--- src/rtl/global_types.sv ---
// Shared types for the data-memory arbiter: owner encoding and bus word widths.
package global_types;

    typedef logic [8:0]  logic9;
    typedef logic [31:0] logic32;

    typedef enum logic [1:0] {
        OWN_NONE,
        OWN_CPU,
        OWN_DBG,
        OWN_DBG_LOCKED
    } owner_t;

    localparam logic [15:0] CONFLICT_MAX = 16'hFFFF;

endpackage

--- src/rtl/dmem_arb_starve_ctr.sv ---
// Counts consecutive denied debug-request cycles; expired forces the next debug grant.
module dmem_arb_starve_ctr #(
    parameter int STARVE_LIMIT = 4
) (
    input  logic clock,
    input  logic reset,
    input  logic req,
    input  logic gnt,
    output logic expired
);

    localparam int CW = $clog2(STARVE_LIMIT + 1);
    localparam logic [CW-1:0] LIMIT = CW'(STARVE_LIMIT);

    logic [CW-1:0] cnt_q;

    always_ff @(posedge clock or posedge reset) begin
        if (reset) begin
            cnt_q <= '0;
        end else if (!req || gnt) begin
            cnt_q <= '0;
        end else if (cnt_q != LIMIT) begin
            cnt_q <= cnt_q + 1'b1;
        end
    end

    assign expired = (cnt_q == LIMIT);

endmodule

--- src/rtl/dmem_arbiter.sv ---
// Two-port arbiter (MIPS core vs debug/loader) in front of a single-port
// synchronous-read data memory, with debug lock and starvation relief.
//
// state          | meaning
// OWN_NONE       | no port granted last cycle
// OWN_CPU        | cpu granted last cycle
// OWN_DBG        | dbg granted last cycle, unlocked
// OWN_DBG_LOCKED | dbg granted last cycle with dbg_lock; holds the port
module dmem_arbiter
    import global_types::*;
#(
    parameter int STARVE_LIMIT = 4
) (
    input  logic        clock,
    input  logic        reset,
    input  logic        cpu_req,
    input  logic        cpu_we,
    input  logic9       cpu_addr,
    input  logic32      cpu_wd,
    output logic        cpu_gnt,
    output logic        cpu_stall,
    output logic        cpu_rvalid,
    output logic32      cpu_rd,
    input  logic        dbg_req,
    input  logic        dbg_we,
    input  logic        dbg_lock,
    input  logic9       dbg_addr,
    input  logic32      dbg_wd,
    output logic        dbg_gnt,
    output logic        dbg_rvalid,
    output logic32      dbg_rd,
    output logic        mem_we,
    output logic9       mem_addr,
    output logic32      mem_wd,
    input  logic32      mem_rd,
    output logic [15:0] conflict_cnt
);

    owner_t state_q, state_d;
    logic   lock_q;
    logic   starve_expired;

    dmem_arb_starve_ctr #(
        .STARVE_LIMIT(STARVE_LIMIT)
    ) u_starve (
        .clock   (clock),
        .reset   (reset),
        .req     (dbg_req),
        .gnt     (dbg_gnt),
        .expired (starve_expired)
    );

    // A held lock is dropped in the same cycle dbg_lock falls, so the
    // grant below is already re-arbitrated without it.
    assign lock_q = (state_q == OWN_DBG_LOCKED);

    always_ff @(posedge clock or posedge reset) begin
        if (reset) begin
            state_q <= OWN_NONE;
        end else begin
            state_q <= state_d;
        end
    end

    always_comb begin
        cpu_gnt  = 1'b0;
        dbg_gnt  = 1'b0;
        state_d  = OWN_NONE;
        mem_we   = 1'b0;
        mem_addr = '0;
        mem_wd   = '0;
        if (!reset) begin
            if (dbg_req && ((lock_q && dbg_lock) || starve_expired || !cpu_req)) begin
                dbg_gnt = 1'b1;
            end else if (cpu_req) begin
                cpu_gnt = 1'b1;
            end
        end
        if (dbg_gnt) begin
            state_d  = dbg_lock ? OWN_DBG_LOCKED : OWN_DBG;
            mem_we   = dbg_we;
            mem_addr = dbg_addr;
            mem_wd   = dbg_wd;
        end else if (cpu_gnt) begin
            state_d  = OWN_CPU;
            mem_we   = cpu_we;
            mem_addr = cpu_addr;
            mem_wd   = cpu_wd;
        end
    end

    assign cpu_stall = cpu_req && !cpu_gnt && !reset;

    always_ff @(posedge clock or posedge reset) begin
        if (reset) begin
            cpu_rvalid <= 1'b0;
            dbg_rvalid <= 1'b0;
        end else begin
            cpu_rvalid <= cpu_gnt && !cpu_we;
            dbg_rvalid <= dbg_gnt && !dbg_we;
        end
    end

    assign cpu_rd = cpu_rvalid ? mem_rd : '0;
    assign dbg_rd = dbg_rvalid ? mem_rd : '0;

    always_ff @(posedge clock or posedge reset) begin
        if (reset) begin
            conflict_cnt <= '0;
        end else if (cpu_req && dbg_req && (conflict_cnt != CONFLICT_MAX)) begin
            conflict_cnt <= conflict_cnt + 16'd1;
        end
    end

endmodule

--- config.mk ---
export PLATFORM = sky130hd
export DESIGN_NAME = dmem_arbiter
export DESIGN_NICKNAME = d
export VERILOG_FILES = /design/src/rtl/global_types.sv /design/src/rtl/dmem_arb_starve_ctr.sv /design/src/rtl/dmem_arbiter.sv
export SDC_FILE = /design/constraint.sdc
export NUM_CORES = 1
export LEC_CHECK = 0
export BUFFER_PORTS_ARGS = -buffer_cell sky130_fd_sc_hd__buf_2
export CAP_MARGIN = 20
export CORE_AREA = 2 2 95 97
export DETAILED_ROUTE_END_ITERATION = 8
export DIE_AREA = 0 0 97 99
export HOLD_SLACK_MARGIN = 0.05
export MAX_ROUTING_LAYER = met4
export PLACE_DENSITY = 0.69
export SLEW_MARGIN = 20
export SYNTH_ARGS = -nofsm -noshare
export SYNTH_HDL_FRONTEND = slang
export SYNTH_HIERARCHICAL = 1
export SYNTH_SLANG_ARGS = --single-unit
--- constraint.sdc ---
create_clock -name clock -period 2.08 [get_ports clock]
set_input_delay 0 -clock clock [delete_from_list [all_inputs] [get_ports clock]]
set_output_delay 0 -clock clock [all_outputs]
set_load 0.03 [all_outputs]
# == Word-level counts from Yosys, hierarchy flattened ==
# Cells that the tools add are included.
# W data, S select, Z words.
# word_totals
ff_bits,23
inputBits,121
out_inout_bits,127
wordCells,47
# op_classes
n_addsub,2
n_eq_ne,4
mux,18
reduce_logical,18
# ops
op,count
$mux W32,4
$mux W9,2
$add A16 B1 Y16 const B,1
$ne A16 B16 Y1 const B,1
$mux W1,9
$logic_and A1 B1 Y1,8
$logic_not A1 Y1,6
$mux W3,2
$add A3 B1 Y3 const B,1
$eq A3 B3 Y1 const B,1
$logic_or A1 B1 Y1,3
$ne A3 B3 Y1 const B,1
$eq A2 B2 Y1 const B,1
$mux W2,1
$reduce_bool A2 Y1,1

# == Logic depth before layout (Yosys ltp) ==
# Gate-level depths: netlist of run 1.
# logic_depth
depth_word,10
depth_mapped,9
ltp_nobuf,8

# == Hierarchy ==
# Netlist of run 1, hierarchy kept.
# by_module_without_submodules
mod,instances,cells_each,area_per_inst_um2,seq_area_each_um2
dmem_arbiter,1,209,1869.3,500.5
dmem_arb_starve_ctr,1,19,186.4,75.1

# == Least setup slack after synthesis of run 1 ==
# Ideal clock, no wire load.
# synth_timing
path_type,reg-to-output
start,register u_starve.cnt_q[0]
end,output mem_addr[1]
t_arrival_ps,1966
required_time_ps,2080
slack_ps,114
stages_incl_launch_ff,10
path_buffers,2
path_cell_list,dfrtp_1 -> inv_1 -> ha_1 -> and2_2 -> nand2b_1 -> o21ai_2 -> and3_1 -> buf_4 -> buf_6 -> a22o_1
# synth_between
elab_chain_len,8
elab_cells_between_ends,10
classes_between,1 x eq/ne; 6 x mux; 3 x reduce/logical
# synth_lines
element,line,source
from (decl),dmem_arb_starve_ctr.sv:15,logic [CW-1:0] cnt_q;
from (signal assigned),dmem_arb_starve_ctr.sv:23,cnt_q <= cnt_q + 1'b1;
$eq A3 B3 Y1,dmem_arb_starve_ctr.sv:27,assign expired = (cnt_q == LIMIT);
via starve_expired,dmem_arbiter.sv:41,logic starve_expired;
$logic_or A1 B1 Y1 (2 in series),dmem_arbiter.sv:73,if (dbg_req && ((lock_q && dbg_lock) || starve_expired || !cpu_req)) begin
$logic_and A1 B1 Y1,dmem_arbiter.sv:73,
$mux W1,dmem_arbiter.sv:73,
$mux W1,dmem_arbiter.sv:72,if (!reset) begin
via cpu_gnt,dmem_arbiter.sv:20,"output logic cpu_gnt,"
$mux W9,dmem_arbiter.sv:84,end else if (cpu_gnt) begin
$mux W9,dmem_arbiter.sv:79,if (dbg_gnt) begin
to (decl),dmem_arbiter.sv:33,"output logic9 mem_addr,"
# The timed path passes the listed nets, and every way through them passes these cells.

# == Final worst setup path of run 1 ==
# layout_timing
start,register u_starve.cnt_q[1]
end,output mem_wd[26]
# layout_between
elab_chain_len,8
elab_cells_between_ends,10
classes_between,1 x eq/ne; 6 x mux; 3 x reduce/logical
# layout_lines
element,line,source
$eq A3 B3 Y1 *,dmem_arb_starve_ctr.sv:27,
via starve_expired,dmem_arbiter.sv:41,
$logic_or A1 B1 Y1 * (2 in series),dmem_arbiter.sv:73,
$logic_and A1 B1 Y1 *,dmem_arbiter.sv:73,
$mux W1,dmem_arbiter.sv:73,
$mux W1,dmem_arbiter.sv:72,
$mux W32,dmem_arbiter.sv:84,
$mux W32 *,dmem_arbiter.sv:79,
to (decl),dmem_arbiter.sv:34,"output logic32 mem_wd,"
# The timed path passes the listed nets; every way through them passes the cells marked *.

==> summary.txt, run 1 <==
YOSYS
--------------------------------------------------------------------------------------------------------
Leading post-synthesis cells by instance count ............................................ 67 x sky130_fd_sc_hd__and2_1, 42 x sky130_fd_sc_hd__a22o_1, 23 x sky130_fd_sc_hd__dfrtp_1, 9 x sky130_fd_sc_hd__xor2_1, 7 x sky130_fd_sc_hd__nand3_1
Number of distinct library cell variants in the gate-level netlist after synthesis ........           40
Largest cells by area after synthesis ..................................................... sky130_fd_sc_hd__dfrtp_1 28%, sky130_fd_sc_hd__and2_1 20%, sky130_fd_sc_hd__a22o_1 18%, sky130_fd_sc_hd__xor2_1 3.8%, sky130_fd_sc_hd__buf_6 2.2%
Synthesis warning total ...................................................................            6
Seq/Total Area, Yosys .....................................................................        28.0%
Most repeated cell in the gate-level netlist after synthesis .............................. sky130_fd_sc_hd__and2_1
FFs w/ async S/R, synth ...................................................................         100%
Fraction of post-synthesis cell area in the top cell type by area .........................        28.0%
Synthesized cell area .....................................................................    2060 um^2
Syn Inst Count ............................................................................          228
Nets in the synthesized netlist ...........................................................          352
Library cell with the largest summed area after synthesis ................................. sky130_fd_sc_hd__dfrtp_1
Synth Flop Type ........................................................................... sky130_fd_sc_hd__dfrtp_1
Number of synthesized register bits .......................................................           23
Post-synth EDFFs ..........................................................................            0
Post-synthesis average cell area ..........................................................    9.02 um^2

DIE
--------------------------------------------------------------------------------------------------------
Initial Utilization .......................................................................        24.0%
Area of the die ...........................................................................    9600 um^2
Area of the core ..........................................................................    8550 um^2
Count of standard-cell rows ...............................................................           34
Floorplan die width .......................................................................        97 um
Die Y-Extent ..............................................................................        99 um
I/O Pins ..................................................................................          248

POWER AND IR DROP
--------------------------------------------------------------------------------------------------------
Total design power ........................................................................      1920 uW
Maximum vdd ir drop .......................................................................     0.400 mV
Ratio of total power to cell area .........................................................  485 nW/um^2
Leak pwr ..................................................................................   0.00233 uW

CLOCKING
--------------------------------------------------------------------------------------------------------
Clock root buffer master .................................................................. sky130_fd_sc_hd__clkbuf_8
H-Tree Depth ..............................................................................            1
Clock buffer count from CTS ...............................................................            3
Latest clock arrival within the worst-skew pair ...........................................      0.26 ns
Num Clock Sinks ...........................................................................           23
Maximum count of clock buffers along a single path ........................................            2
Post-CTS clock slew at the launch and capture registers of the worst setup and hold paths .      0.08 ns
Clock tree from TritonCTS .................................................................        built

TIMING
--------------------------------------------------------------------------------------------------------
Highest attainable clock frequency ........................................................      472 MHz
Tightest Pin Transition ...................................................................     0.769 ns
Ratio of final minimum period to clock period .............................................         102%
Min Tclk post-route .......................................................................      2.12 ns
RSZ-0062 raised after global routing ......................................................         true
Final setup violating endpoints ...........................................................           31
Post-route setup TNS ......................................................................    -0.522 ns
Hold violation total from the final report ................................................            0
Hold WS ...................................................................................     0.114 ns
Layout Skew ...............................................................................   0.00266 ns
Final Worst Setup Slack ...................................................................   -0.0395 ns
Worst slew margin .........................................................................        48.7%
Max Slew Vio Count ........................................................................            0

RUN
--------------------------------------------------------------------------------------------------------
Number of maximum-capacitance violations ..................................................            0

LAYOUT
--------------------------------------------------------------------------------------------------------
Fraction of final layout cells sized beyond drive strength 1 ..............................        58.4%
Synth-to-Final Area Change ................................................................        92.6%
Antenna fix cells .........................................................................            0
Layout fillers ............................................................................          825
Number of nets in the final layout ........................................................          608

GLOBAL ROUTING
--------------------------------------------------------------------------------------------------------
Via count of the first global-routing pass ................................................         2616
GRT Overall Usage .........................................................................        16.9%
Pin count of the biggest net entering global routing ......................................           34
Leftover overflow at the end of global routing ............................................            0
Number of antenna violations at the first check in global routing .........................            0
Global-route wire length before repair ....................................................      13.2 mm

PLACED DESIGN
--------------------------------------------------------------------------------------------------------
Total half-perimeter wirelength after legalization and detailed placement .................      6.64 mm
IO Port Bufs ..............................................................................          247
DP Worst Slack ............................................................................    0.0553 ns
Global placement routability congestion ...................................................        0.776

OUTCOME
--------------------------------------------------------------------------------------------------------
Violated checks ........................................................................... setup timing
Outcome ................................................................................... complete, but fails checks

WORST SETUP PATH
--------------------------------------------------------------------------------------------------------
Critical-path cell list ................................................................... inv_2 > ha_4 > and2_4 > nand2b_4 > o21ai_4 > and3_4 > clkbuf_16 > a22o_1 > buf_6
Arrival time at the worst endpoint ........................................................      2.12 ns
Nature of the critical path startpoint ....................................................    flip-flop
Worst path bufs/invs ......................................................................            3
Worst EP required .........................................................................      2.08 ns
CP Class .................................................................................. flip-flop to output pin
Worst path slowest cell ................................................................... sky130_fd_sc_hd__dfrtp_1
Critical path capture point type ..........................................................   output pin
Crit path max-delay family ................................................................ simple AND/OR/NAND/NOR gates
Delay contributed by the slowest stage of the critical path ...............................      0.38 ns
Maximum net fanout on the critical path ...................................................           10

DETAILED ROUTING
--------------------------------------------------------------------------------------------------------
Total via count after detailed routing ....................................................         2780
Residual antenna-violating net count after detailed routing ...............................            0
Number of DRC violations after detailed-routing iteration 0 ...............................           87
First-pass DRT Iterations .................................................................            4
Average vias per placed instance ..........................................................         4.70
# DRC .....................................................................................            0
Average wire per cell in the routed design ................................................      15.6 um
Final wirelength ..........................................................................      9.24 mm

MIN PATH
--------------------------------------------------------------------------------------------------------
Path class of the lowest-slack min-delay path ............................................. input pin to flip-flop

==> metrics by stage <==
step           utilization, %  instance area (um^2)  instances
6_report                 46.3                  3960        591
5_1_grt                  46.3                  3960        591
4_1_cts                  43.4                  3710        586
3_5_place_dp             39.6                  3390        572
3_3_place_gp             39.6                  3390        572
2_1_floorplan               -                  2060        228
==> worst paths after layout <==
check / start / to / slack (ns) / depth (start not counted)
min in group asynchronous: reset / u_starve/cnt_q[0] / 0.20 / 3
max in group asynchronous: reset / conflict_cnt[4] / 1.47 / 4
min reg2reg: conflict_cnt[5] / conflict_cnt[5] / 0.51 / 1
min: dbg_req / u_starve/cnt_q[1] / 0.11 / 3
max reg2reg: u_starve/cnt_q[1] / cpu_rvalid / 0.22 / 9
max: u_starve/cnt_q[1] / mem_wd[26] / -0.04 / 9
==> tightest hold or removal path, stage by stage <==
cell,delay [ns]
sky130_fd_sc_hd__buf_2,0.14
sky130_fd_sc_hd__nand2b_1,0.15
sky130_fd_sc_hd__a21oi_1,0.06
==> state kept, by name (all words and copies together) (netlist names) <==
signal	cells
dbg_rvalid	1
u_starve/cnt_q	3
conflict_cnt	16
cpu_rvalid	1
state_q	2
==> layout make-up <==
class                      count  area [um^2]  share of cell area (%)
tap                          108          135                    3.41
sequential                    23          576                    14.5
inverter                       5         18.8                   0.474
timing repair buffer         266         1780                    44.9
multi-input combinational    185         1410                    35.5
clock buffer                   4         45.0                    1.14
==> cells in the final DEF (no fill, tap or decap), drive strengths merged <==
| master | netlist | layout |
|---|---|---|
| buf | 9 | 259 |
| and2 | 68 | 68 |
| a22o | 42 | 42 |
| dfrtp | 23 | 23 |
| xor2 | 9 | 9 |
| nand3 | 7 | 7 |
| nor3 | 7 | 7 |
| clkbuf | 6 | 7 |
| nor2 | 6 | 6 |
| nand2 | 5 | 5 |
| xnor2 | 5 | 5 |
| and3 | 5 | 5 |
| a21oi | 5 | 5 |
| inv | 5 | 5 |
| nand4 | 5 | 5 |
| dlygate4sd3 | 0 | 4 |
| a21o | 3 | 3 |
| ha | 3 | 3 |
| o211a | 2 | 2 |
| nand2b | 2 | 2 |
| and4 | 1 | 1 |
| nor4 | 1 | 1 |
| a41oi | 1 | 1 |
| o21ai | 1 | 1 |
| nor3b | 1 | 1 |
| and2b | 1 | 1 |
| mux2 | 1 | 1 |
| o211ai | 1 | 1 |
| a211oi | 1 | 1 |
| a21bo | 1 | 1 |
| and3b | 1 | 1 |
==> where the power goes <==
group,leakage [uW],total (uW),switching [uW],internal [uW]
logic,0.00201,1020,583,439
registers,0.000305,621,103,518
clock network,0.0000228,276,139,137
==> logic make-up (layout without fill, tap and decap cells) <==
family | count (synthesis) | in the layout | share of synthesized area [%]
and+or+nand+nor | 110 | 110 | 34.4
AOI/OAI and AO/OA | 57 | 57 | 23.6
DFF | 23 | 23 | 28.0
buffers and inverters | 20 | 275 | 5.54
xor gates and xnor gates | 14 | 14 | 5.96
adders and majority gates | 3 | 3 | 1.83
muxes | 1 | 1 | 0.730
==> per-layer routing <==
| layer | vias up | share of wire (%) | GRT usage [%] |
|---|---|---|---|
| li1 | 1325 | - | - |
| met1 | 1268 | 42 | 22.7 |
| met2 | 177 | 48 | 27.3 |
| met3 | 10 | 9.0 | 3.33 |
| met4 | 0 | 0.68 | 2.49 |
| met5 | - | 0 | - |
==> what timing repair did <==
item	4_1_cts	5_1_grt
gates cloned	2	4
setup endpoints to repair	43	42
pin swaps	4	9
resized for setup	56	42
endpoints found under the hold margin	26	0
setup buffers	4	1
hold buffers	4	0
Power figures use the tool's default switching activity.
==> run 2, diff against run 1 <==
--- a/config.mk
+++ b/config.mk
@@ -11,10 +11,10 @@
 export DETAILED_ROUTE_END_ITERATION = 8
 export DIE_AREA = 0 0 97 99
 export HOLD_SLACK_MARGIN = 0.05
-export MAX_ROUTING_LAYER = met4
 export PLACE_DENSITY = 0.69
 export SLEW_MARGIN = 20
 export SYNTH_ARGS = -nofsm -noshare
 export SYNTH_HDL_FRONTEND = slang
 export SYNTH_HIERARCHICAL = 1
 export SYNTH_SLANG_ARGS = --single-unit
+export TNS_END_PERCENT = 50
==> run 2 against run 1 <==
The run now ends clean. Clock skew rose by 0.00063 ns. Non-clock buffer count fell by 2. Design area fell by 0.95%. Power fell by 0.61%. Critical endpoint is now mem_wd[7]. Clock power barely moved. Sequential share of layout area rose by 0.14 points. Flip-flop and latch count did not move. Largest cell class unchanged. Clock-buffer cell count did not move.
==> summary.txt, run 2 (synthesis results as in run 1) <==
OUTCOME
--------------------------------------------------------------------------------------------------------
Outcome ................................................................................... finished clean

GLOBAL ROUTING
--------------------------------------------------------------------------------------------------------
Pin count of the biggest net entering global routing ......................................           34
Leftover overflow at the end of global routing ............................................            0
Number of antenna violations at the first check in global routing .........................            0
GRT Overall Usage .........................................................................        16.4%
Global-route wire length before repair ....................................................      13.2 mm
Via count of the first global-routing pass ................................................         2621

PLACED DESIGN
--------------------------------------------------------------------------------------------------------
Total half-perimeter wirelength after legalization and detailed placement .................      6.64 mm
Global placement routability congestion ...................................................        0.766
Dpl cells .................................................................................          572
IO Port Bufs ..............................................................................          247

DIE
--------------------------------------------------------------------------------------------------------
Area of the die ...........................................................................    9600 um^2
Initial Utilization .......................................................................        24.0%
Area of the core ..........................................................................    8550 um^2
Die Y-Extent ..............................................................................        99 um
Floorplan die width .......................................................................        97 um
Count of standard-cell rows ...............................................................           34
I/O Pins ..................................................................................          248

TIMING
--------------------------------------------------------------------------------------------------------
Ratio of final minimum period to clock period .............................................        99.0%
Highest attainable clock frequency ........................................................      485 MHz
Tightest Pin Transition ...................................................................     0.766 ns
Hold violation total from the final report ................................................            0
Worst slew margin .........................................................................        49.0%
RSZ-0062 raised after global routing ......................................................         true
Final setup violating endpoints ...........................................................            0
Layout Skew ...............................................................................   0.00329 ns
Hold WS ...................................................................................     0.117 ns
Max Slew Vio Count ........................................................................            0
Min Tclk post-route .......................................................................      2.06 ns

DETAILED ROUTING
--------------------------------------------------------------------------------------------------------
# DRC .....................................................................................            0
Residual antenna-violating net count after detailed routing ...............................            0
First-pass DRT Iterations .................................................................            4
Total via count after detailed routing ....................................................         2765
Average wire per cell in the routed design ................................................      15.4 um
Final wirelength ..........................................................................      9.07 mm
Average vias per placed instance ..........................................................         4.69
Number of DRC violations after detailed-routing iteration 0 ...............................           66

CLOCKING
--------------------------------------------------------------------------------------------------------
Clock buffer count from CTS ...............................................................            3
Latest clock arrival within the worst-skew pair ...........................................      0.26 ns
Num Clock Sinks ...........................................................................           23
H-Tree Depth ..............................................................................            1
Clock root buffer master .................................................................. sky130_fd_sc_hd__clkbuf_8
Clock tree from TritonCTS .................................................................        built
Post-CTS clock slew at the launch and capture registers of the worst setup and hold paths .      0.08 ns
Maximum count of clock buffers along a single path ........................................            2

WORST SETUP PATH
--------------------------------------------------------------------------------------------------------
Nature of the critical path startpoint ....................................................    flip-flop
Worst path bufs/invs ......................................................................            3
Worst EP required .........................................................................      2.08 ns
CP Class .................................................................................. flip-flop to output pin
Delay contributed by the slowest stage of the critical path ...............................      0.38 ns
Crit path launch .......................................................................... u_starve/cnt_q[1]
Critical path capture point type ..........................................................   output pin
Worst path slowest cell ................................................................... sky130_fd_sc_hd__dfrtp_1
Crit path max-delay family ................................................................ simple AND/OR/NAND/NOR gates
Critical-path cell list ................................................................... inv_2 > ha_4 > and2_4 > nand2b_4 > o21ai_4 > and3_4 > buf_16 > a22o_1 > buf_6
Arrival time at the worst endpoint ........................................................      2.06 ns
Maximum net fanout on the critical path ...................................................           22
Reg2Reg Launch Point ...................................................................... u_starve/cnt_q[1]

MIN PATH
--------------------------------------------------------------------------------------------------------
Startpoint of the worst hold path .........................................................      dbg_req
Path class of the lowest-slack min-delay path ............................................. input pin to flip-flop

LAYOUT
--------------------------------------------------------------------------------------------------------
Most frequent cells in the layout ......................................................... 205 x sky130_fd_sc_hd__buf_2, 67 x sky130_fd_sc_hd__and2_1, 44 x sky130_fd_sc_hd__buf_6, 42 x sky130_fd_sc_hd__a22o_1, 23 x sky130_fd_sc_hd__dfrtp_1
Flip-flop count of the largest register, all copies and words added .......................           16
Most common cell after layout, fill and taps aside ........................................ sky130_fd_sc_hd__buf_2
Layout fillers ............................................................................          837
Number of nets in the final layout ........................................................          606
Fraction of final layout cells sized beyond drive strength 1 ..............................        58.4%
Non-filler cells, final ...................................................................          589
Antenna fix cells .........................................................................            0
Synth-to-Final Area Change ................................................................        90.7%
Registers with the most flip-flops ........................................................ conflict_cnt x16, u_starve/cnt_q x3, state_q x2
Register ranked first by flip-flop count .................................................. conflict_cnt

POWER AND IR DROP
--------------------------------------------------------------------------------------------------------
Internal power ............................................................................      1090 uW
Maximum vdd ir drop .......................................................................     0.401 mV
Part of the total power dissipated in sequential elements .................................        32.6%
Leak pwr ..................................................................................   0.00232 uW
Switching Share ...........................................................................        43.1%
Net switching component of the power ......................................................       821 uW
Ratio of total power to cell area .........................................................  486 nW/um^2
Combinational share of power ..............................................................        52.9%
Power share of the clock group ............................................................        14.5%

RUN
--------------------------------------------------------------------------------------------------------
Number of maximum-capacitance violations ..................................................            0

[run 2: changes by cell type in the layout (fill, tap and decap cells not counted)]
cell / previous run / this run
sky130_fd_sc_hd__buf_16: 2 / 1
sky130_fd_sc_hd__buf_4: 7 / 5
sky130_fd_sc_hd__inv_2: 1 / 2
sky130_fd_sc_hd__buf_2: 204 / 205
sky130_fd_sc_hd__inv_1: 4 / 3
[run 2: cell type report]
type                            count  area (um^2)  share of cell area, %
Tap cell                          108          135                   3.45
Clock buffer                        4         45.0                   1.15
Inverter                            5         18.8                  0.479
Sequential cell                    23          576                   14.7
Timing Repair Buffer              264         1740                   44.4
Multi-Input combinational cell    185         1410                   35.8
[run 2: path summary, 6_finish.rpt]
check                                    endpoint  slack [ns]  depth (start not counted)
worst min-delay path            u_starve/cnt_q[1]        0.12                          3
max in group asynchronous         conflict_cnt[4]        1.47                          4
worst max register to register         cpu_rvalid        0.38                          8
worst min register to register    conflict_cnt[5]        0.52                          1
worst max-delay path                    mem_wd[7]        0.02                          9
min in group asynchronous       u_starve/cnt_q[0]        0.20                          3
[run 2: metal layers]
metal	wire length, um	global-route usage, %	share of wire, %
met1	3720	22.3	41
met2	4420	27.2	49
met3	871	3.90	9.6
met4	57	2.49	0.63
met5	0	0	0
[run 2: power groups by stage]
stage,clock (uW),sequential (uW),combinational (uW)
5_1_grt,307,636,1070
6_report,276,622,1010
2_1_floorplan,0,730,434
4_1_cts,279,620,945
3_3_place_gp,0,625,853
3_5_place_dp,0,629,870
[run 2: worst min-delay path, cell delays in order]
cell	delay (ns)
sky130_fd_sc_hd__buf_2	0.14
sky130_fd_sc_hd__nand2b_1	0.15
sky130_fd_sc_hd__a21oi_1	0.06
[run 2: what timing repair did]
| item | CTS | global route |
|---|---|---|
| buffers inserted | 4 | 0 |
| hold endpoints to repair | 26 | 0 |
| gates resized for setup | 54 | 46 |
| pin swaps | 4 | 10 |
| hold buffers | 4 | 0 |
| endpoints found under the setup margin | 43 | 42 |
| gates cloned | 2 | 3 |
[run 2: through the flow]
| stage | util, % | cell area (um^2) | worst slack (ns) | TNS, ns | total power [uW] |
|---|---|---|---|---|---|
| after detailed placement | 39.6 | 3390 | 0.0553 | 0 | 1500 |
| after floorplan | - | 2060 | 0.114 | 0 | 1160 |
| after CTS | 43.3 | 3700 | 0.0132 | 0 | 1840 |
| final | 45.9 | 3920 | 0.0200 | 0 | 1910 |
| after global placement | 39.6 | 3390 | 0.106 | 0 | 1480 |
| after global routing | 45.9 | 3920 | -0.0648 | -1.62 | 2010 |
